`config.mk`:
```
export PLATFORM = sky130hd
export DESIGN_NAME = menu_typewriter
export DESIGN_NICKNAME = d
export VERILOG_FILES = /design/src/rtl/vga_pkg.sv /design/src/rtl/menu_typewriter_frame_div.sv /design/src/rtl/menu_typewriter.sv
export SDC_FILE = /design/constraint.sdc
export NUM_CORES = 1
export LEC_CHECK = 0
export CAP_MARGIN = 0
export CORE_ASPECT_RATIO = 1.5
export CORE_MARGIN = 5
export CORE_UTILIZATION = 54
export CTS_BUF_LIST = sky130_fd_sc_hd__clkbuf_8
export CTS_CLUSTER_DIAMETER = 80
export DETAILED_ROUTE_END_ITERATION = 6
export PLACE_DENSITY = 0.87
export SETUP_SLACK_MARGIN = 0.4
export SLEW_MARGIN = 20
export SYNTH_ARGS = -nofsm -noshare
export SYNTH_HDL_FRONTEND = slang
export SYNTH_HIERARCHICAL = 1
export SYNTH_SLANG_ARGS = --single-unit
```
`constraint.sdc`:
```
create_clock -name clk -period 5.21 [get_ports clk]
set_input_delay 0.7815 -clock clk [delete_from_list [all_inputs] [get_ports clk]]
set_output_delay 0.7815 -clock clk [all_outputs]
set_load 0.05 [all_outputs]
```
`src/rtl/vga_pkg.sv`:
```
// Shared character-code constants and the typewriter state type for the menu text path.
package vga_pkg;

  localparam logic [6:0] SPACE  = 7'h20;
  localparam logic [6:0] CURSOR = 7'h5F;

  typedef enum logic [1:0] {
    IDLE   = 2'd0,
    TYPING = 2'd1,
    DONE   = 2'd2
  } typewriter_state_t;

endpackage

```
`src/rtl/menu_typewriter_frame_div.sv`:
```
// Frame divider: emits one char_step pulse every FRAMES_PER_CHAR frame_ticks while enabled.
module frame_div #(
  parameter int unsigned FRAMES_PER_CHAR = 2
) (
  input  logic clk,
  input  logic rst,
  input  logic en,
  input  logic clr,
  input  logic frame_tick,
  output logic char_step
);

  localparam logic [7:0] TERM = 8'(FRAMES_PER_CHAR - 1);

  logic [7:0] frame_cnt;
  logic       at_term;

  assign at_term = (frame_cnt == TERM);

  always_ff @(posedge clk or negedge rst) begin
    if (!rst) begin
      frame_cnt <= 8'd0;
    end else if (clr) begin
      frame_cnt <= 8'd0;
    end else if (en && frame_tick) begin
      frame_cnt <= at_term ? 8'd0 : frame_cnt + 8'd1;
    end
  end

  // A restart in the same cycle swallows the step so the new page begins at zero.
  assign char_step = en & frame_tick & at_term & ~clr;

endmodule

```
`src/rtl/menu_typewriter.sv`:
```
// Typewriter reveal controller: masks unrevealed menu page positions to SPACE.
// Optional blinking cursor at the reveal point: define MENU_TYPEWRITER_CURSOR_EN.
//
// state  | meaning
// IDLE   | nothing revealed, page blank
// TYPING | reveal_cnt advancing one position every FRAMES_PER_CHAR frames
// DONE   | page fully revealed, count frozen
module menu_typewriter
  import vga_pkg::*;
#(
  parameter int unsigned FRAMES_PER_CHAR = 2,
  parameter logic [7:0]  LAST_CHAR       = 8'hFF
) (
  input  logic       clk,
  input  logic       rst,
  input  logic       start,
  input  logic       skip,
  input  logic       frame_tick,
  input  logic [7:0] char_xy_in,
  output logic [7:0] char_xy_out,
  input  logic [6:0] rom_char_code,
  output logic [6:0] char_code,
  output logic [8:0] reveal_cnt,
  output logic       busy,
  output logic       done
);

  localparam logic [8:0] FULL = {1'b0, LAST_CHAR} + 9'd1;

  typewriter_state_t state, state_nxt;
  logic              typing;
  logic              char_step;
  logic [7:0]        xy_d1;
  logic [6:0]        code_nxt;

  assign typing      = (state == TYPING);
  assign char_xy_out = char_xy_in;

  frame_div #(
    .FRAMES_PER_CHAR(FRAMES_PER_CHAR)
  ) u_frame_div (
    .clk       (clk),
    .rst       (rst),
    .en        (typing),
    .clr       (start),
    .frame_tick(frame_tick),
    .char_step (char_step)
  );

  always_ff @(posedge clk or negedge rst) begin
    if (!rst) state <= IDLE;
    else      state <= state_nxt;
  end

  always_comb begin
    state_nxt = state;
    case (state)
      IDLE:   if (start) state_nxt = TYPING;
      TYPING: begin
        if (start)                                      state_nxt = TYPING;
        else if (skip)                                  state_nxt = DONE;
        else if (char_step && reveal_cnt == FULL - 9'd1) state_nxt = DONE;
      end
      DONE:   if (start) state_nxt = TYPING;
      default: state_nxt = IDLE;
    endcase
  end

  always_comb begin
    busy = (state == TYPING);
    done = (state == DONE);
  end

  always_ff @(posedge clk or negedge rst) begin
    if (!rst) begin
      reveal_cnt <= 9'd0;
    end else if (start) begin
      reveal_cnt <= 9'd0;
    end else if (typing) begin
      if (skip)           reveal_cnt <= FULL;
      else if (char_step) reveal_cnt <= reveal_cnt + 9'd1;
    end
  end

`ifdef MENU_TYPEWRITER_CURSOR_EN
  logic [3:0] blink_cnt;

  always_ff @(posedge clk or negedge rst) begin
    if (!rst)                     blink_cnt <= 4'd0;
    else if (start)               blink_cnt <= 4'd0;
    else if (typing && frame_tick) blink_cnt <= blink_cnt + 4'd1;
  end
`endif

  // xy_d1 lines up with the ROM's registered output; the mask sees the current count.
  always_comb begin
    code_nxt = SPACE;
    if ({1'b0, xy_d1} < reveal_cnt) begin
      code_nxt = rom_char_code;
    end
`ifdef MENU_TYPEWRITER_CURSOR_EN
    else if (typing && xy_d1 == reveal_cnt[7:0] && blink_cnt[3]) begin
      code_nxt = CURSOR;
    end
`endif
  end

  always_ff @(posedge clk or negedge rst) begin
    if (!rst) begin
      xy_d1     <= 8'd0;
      char_code <= 7'd0;
    end else begin
      xy_d1     <= char_xy_in;
      char_code <= code_nxt;
    end
  end

endmodule

```
==> results.md, run 1 <==
- Most common cell after layout, fill and taps aside: clkdlybuf4s50_1
- Worst Tran Pin Value: 0.659 ns
- Crit path DAT: between 2 and 2.5 ns
- Avg WL per Cell: between 15 and 20 µm
- Main synth FF type: dfrtp_1
- DRT iter0 DRCs: 55
- GRT overflow: 0
- Mapped Nets: 208
- Sequential cell area: 851 µm²
- Root Driver: clkbuf_8
- Area after DPL: roughly 2200 µm²
- Power per cell area: 260 nW/µm²
- Post-synth ARST share: 100%
- Worst-path cell chain: clkdlybuf4s50_1 > clkdlybuf4s50_1
- Fmax: between 300 and 400 MHz
- Hpwl dp: 3270 µm
- Final Power: roughly 600 µW
- Cell taking the most area after synthesis: dfrtp_1
- RSZ-0062 raised after global routing: false
- Cell Area, Synth: 1820 µm²
- H-tree Lvls: 2
- Hold Path Class: reg -> reg
- Reg2Reg Depth: 7
- TritonCTS buffer count: 5
- # diodes: 0
- Worst Path Required: roughly 4.4 ns
- Synth area leaders: dfrtp_1 (47%), ha_1 (7.6%), inv_1 (3.5%)
- EDFF count, synth: 0
- CP max stage delay: between 0.8 and 0.9 ns
- Effective utilization at floorplan: a little under three fifths
- Register area share after synthesis: 46.8%
- Number of buffers added on ports: 45
- Clock buffer depth: 2
- Layout cells sized above 1: under 10%
- Crit path launch type: input port
- Slowest CP cell: clkdlybuf4s50_1
- Clock skew: 0.00228 ns
- DR pass1 iterations: 4
- Setup TNS: 0 ns
- Initial antenna violation count: 0
- Fillers: around 230
- Antenna viol nets, final: 0
- Leakage power: between 0.0009 and 0.001 µW
- # setup viols final: 0
- Io pins: 46
- Vias per cell: a little under 6
- Multi-input logic area: just over 800 µm²
- Die Area: 4650 µm²
- Vias in the first global route: 1,548
- Seq cells post-synth: 34
- Syn_area_per_cell: ~10 µm²
- Worst path depth: 2
- Rows: 25
- DIE HEIGHT: around 81 µm
- Syn. warnings: 6
- Buf/Inv on CP: 2
- Place WS: approximately 2.3 ns
- First-pass GRT wire length: 7310 µm
- CP top delay family: buffers and inverters
- Period minus WS final: roughly 2.9 ns
- Layout Utilization: 72.8%
- Floorplan core area: ~3200 µm²
- Clk Latency, worst-skew pair: a little under 0.3 ns
- DRC: 0
- Post-CTS sizing: 0
- Largest fanout on the critical path: 2
- Status: finished clean
- Setup crit end kind: output pin
- Die Wd: approximately 57 µm
- Max-cap violations: 0
- Fin. max-slew vios: 0
- Peak VDD IR: ~0.28 mV
- Gr usage total: 20.5%
- Syn Inst Count: 177
- Nets: between 200 and 250
- Worst-path clk slew: 0.06 ns
- Commonest non-fill, non-tap cells in the layout: clkdlybuf4s50_1 (45), dfrtp_1 (34), inv_1 (18), a21oi_1 (12), ha_1 (11)
- Post-Route WL: about 4400 µm
- Hold_buf cts: 0
- # clock sinks: 34
- Largest net degree at the start of global routing: 35
- Final hold vios: 0
- CTS tree: yes
- GPL Wtd Cong: 0.870
- Postcts setup bufs: 0
- Finished Cell Area: 2320 µm²
- Via count: about 1,500
- Slew HR: a little under three fifths
- Post-route clock period utilization: around 55%
- Synth top area share: between 40% and 50%
- Synth cell types: 47
- Most frequent CP cell: clkdlybuf4s50_1
- Critical path class: in -> out
- Final worst slack: about 2.4 ns
- Area Overhead vs Synth: 27.7%
- Cells on Worst Hold Path: 1
cell families after synthesis:
family,count (synthesis),share of synthesized area [%]
and+or+nand+nor,48,16.4
AOI/OAI and AO/OA,50,18.5
adders and majority gates,11,7.57
DFF,34,46.8
xor gates and xnor gates,4,1.93
buffers and inverters,30,8.74
Yosys cell counts, types with 3 or more instances:
library cell and number:
nand2_1 8, xor2_1 3, nand3_1 5, a211o_1 4, a211oi_1 7, nor2_1 8, dfrtp_1 34, ha_1 11
o21ai_0 8, a21oi_1 12, buf_4 8, a41oi_1 4, nand4_1 4, inv_1 17
routing by layer:
metal	track usage, %	share of wire [%]	up-vias	wire, µm
li1	-	-	724	-
met1	22.9	39	765	1690
met2	36.8	55	42	2400
met3	4.77	4.7	6	206
met4	8.82	1.7	0	73
met5	0	0	-	0
state kept, by name (all words and copies together), names as in the netlist:
register and cells:
xy_d1 8, state 2, u_frame_div/frame_cnt 8, reveal_cnt 9, char_code 7
where the power goes:
part           switching, µW  internal, µW
Sequential              7.11           276
Combinational           77.6          46.5
Clock                   92.5           104
worst paths after layout:
| check | start | to | slack (ns) |
|---|---|---|---|
| max in group asynchronous | rst | state[1] | 4.00 |
| min | state[1] | state[0] | 0.51 |
| min in group asynchronous | rst | u_frame_div/frame_cnt[3] | 0.90 |
| max reg2reg | state[1] | reveal_cnt[3] | 2.93 |
| min reg2reg | state[1] | state[0] | 0.51 |
| max | char_xy_in[2] | char_xy_out[2] | 2.36 |
metrics by stage:
stage | cells | hold slack (ns)
3_5_place_dp | 250 | 0.516
3_3_place_gp | 250 | 0.484
4_1_cts | 258 | 0.520
5_1_grt | 258 | 0.556
6_report | 258 | 0.515
2_1_floorplan | 177 | 0.465
cell type report:
type | count | area share [%]
Tap cell | 40 | 2.16
Clock inverter | 2 | 0.377
Inverter | 17 | 2.75
Timing Repair Buffer | 46 | 19.7
Sequential cell | 34 | 36.6
Multi-Input combinational cell | 113 | 34.8
Clock buffer | 6 | 3.56
(Power assumes the default switching activity.)
==> inputs of run 2 (changes only) <==
--- a/config.mk
+++ b/config.mk
@@ -8,11 +8,11 @@
 export CAP_MARGIN = 0
 export CORE_ASPECT_RATIO = 1.5
 export CORE_MARGIN = 5
-export CORE_UTILIZATION = 54
+export CORE_UTILIZATION = 51
 export CTS_BUF_LIST = sky130_fd_sc_hd__clkbuf_8
 export CTS_CLUSTER_DIAMETER = 80
 export DETAILED_ROUTE_END_ITERATION = 6
-export PLACE_DENSITY = 0.87
+export PLACE_DENSITY = 0.83
 export SETUP_SLACK_MARGIN = 0.4
 export SLEW_MARGIN = 20
 export SYNTH_ARGS = -nofsm -noshare
==> constraint.sdc (replaced) <==
create_clock -name clk -period 3 [get_ports clk]
set_input_delay 0.45 -clock clk [delete_from_list [all_inputs] [get_ports clk]]
set_output_delay 0.45 -clock clk [all_outputs]
set_load 0.05 [all_outputs]
==> results.md, run 2 (same netlist as run 1, synthesis figures left out) <==
- Number of buffers added on ports: between 40 and 50
- Postcts setup bufs: 0
- Largest register FFs: 9
- # setup viols final: 0
- Die Area: a little under 5000 µm²
- Placed Instances: 253
- Setup crit end kind: output pin
- Hold_buf cts: 0
- Hold Path Class: reg -> reg
- GRT overflow: 0
- Worst min-delay path startpoint: state[1]
- Worst Path Required: between 2 and 3 ns
- Vias per cell: approximately 5.9
- Power per cell area: 448 nW/µm²
- Floorplan core area: 3420 µm²
- Layout cells sized above 1: between 8 and 9%
- Clock buffer depth: 2
- Largest fanout on the critical path: 10
- Layout Utilization: just under 70%
- Peak VDD IR: between 0.4 and 0.5 mV
- Area after DPL: approximately 2200 µm²
- TritonCTS buffer count: 5
- Crit path launch type: flip-flop
- First-pass GRT wire length: about 6700 µm
- Clk Latency, worst-skew pair: roughly 0.28 ns
- R2r startpoint: state[1]
- Final hold vios: 0
- Vias in the first global route: about 1,500
- Gr usage total: approximately 18%
- CTS tree: yes
- Max-cap violations: 0
- Status: finished clean
- Fmax: between 300 and 400 MHz
- Slowest CP cell: clkdlybuf4s50_1
- Largest Register: reveal_cnt
- CP top delay family: buffers and inverters
- Clock skew: slightly above 0.007 ns
- Via count: ~1,500
- # diodes: 0
- Switching share of total power: 29.0%
- Avg WL per Cell: about 16 µm
- Leakage power: roughly 0.0010 µW
- Area Overhead vs Synth: 28.3%
- Combinational Power Share: between 20 and 25%
- Rows: 26
- DIE HEIGHT: roughly 83 µm
- Period minus WS final: approximately 2.5 ns
- Crit path DAT: 2.08 ns
- Crit path launch: state[1]
- Worst Tran Pin Value: approximately 0.55 ns
- P_sw: about 300 µW
- # clock sinks: 34
- Largest net degree at the start of global routing: 35
- Post-CTS sizing: 0
- Slew HR: between 60% and 70%
- Initial antenna violation count: 0
- Critical path class: reg -> out
- Clock network power share: between 30% and 40%
- Finished Cell Area: roughly 2300 µm²
- Antenna viol nets, final: 0
- Seq pwr share: 47.0%
- Effective utilization at floorplan: roughly 53%
- Post-route clock period utilization: between 80% and 90%
- Root Driver: clkbuf_8
- Setup TNS: 0 ns
- Commonest non-fill, non-tap cells in the layout: clkdlybuf4s50_1 (45), dfrtp_1 (34), inv_1 (18), a21oi_1 (12), ha_1 (11)
- Final cell count without fillers: 261
- Post-Route WL: about 4200 µm
- DR pass1 iterations: 4
- Worst-path clk slew: 0.07 ns
- Worst-path cell chain: nand2b_1 > inv_1 > clkdlybuf4s50_1
- Largest registers: reveal_cnt x9, u_frame_div/frame_cnt x8, xy_d1 x8
- Buf/Inv on CP: 2
- CP max stage delay: a little over 0.8 ns
- GPL Wtd Cong: 0.901
- DRT iter0 DRCs: 57
- Nets: between 200 and 250
- Fin. max-slew vios: 0
- H-tree Lvls: 2
- DRC: 0
- Hpwl dp: ~3200 µm
- Most common cell after layout, fill and taps aside: clkdlybuf4s50_1
- Io pins: 46
- RSZ-0062 raised after global routing: false
- Pint: approximately 740 µW
- Die Wd: between 50 and 60 µm
[run 2: stage by stage]
step / worst slack, ns / total power (µW) / hold slack (ns)
CTS: 0.491 / 1060 / 0.518
floorplan: 0.718 / 634 / 0.154
global route: 0.407 / 1090 / 0.549
finish: 0.473 / 1040 / 0.517
detailed placement: 0.747 / 715 / 0.508
global placement: 0.801 / 707 / 0.492
[run 2: per-layer routing]
metal  track usage (%)  up-vias  part of all wire (%)
met5                 0        -                     0
met1              19.4      766                    37
met3              3.88        9                   5.3
li1                  -      715                     -
met2              30.9       59                    56
met4              7.84        0                   1.9
[run 2: final timing paths]
kind / cells after the start / end / slack (ns)
min reg2reg: 1 / state[0] / 0.52
min: 1 / state[0] / 0.52
max in group asynchronous: 2 / reveal_cnt[0] / 2.13
min in group asynchronous: 2 / u_frame_div/frame_cnt[1] / 0.56
max: 3 / busy / 0.47
max reg2reg: 7 / reveal_cnt[3] / 0.76
[run 2: final cells by class]
cell class | instances | area (µm²)
tap | 42 | 52.6
fill | 281 | 1080
sequential | 34 | 851
inverter | 17 | 63.8
multi-input combinational | 113 | 808
timing repair buffer | 47 | 465
clock inverter | 2 | 8.76
clock buffer | 6 | 82.6
[run 2: power groups by stage]
stage          combinational [µW]  clock [µW]  sequential [µW]
2_1_floorplan                 101           0              533
3_3_place_gp                  209           0              498
3_5_place_dp                  214           0              500
4_1_cts                       215         349              491
5_1_grt                       227         372              493
6_report                      214         339              491
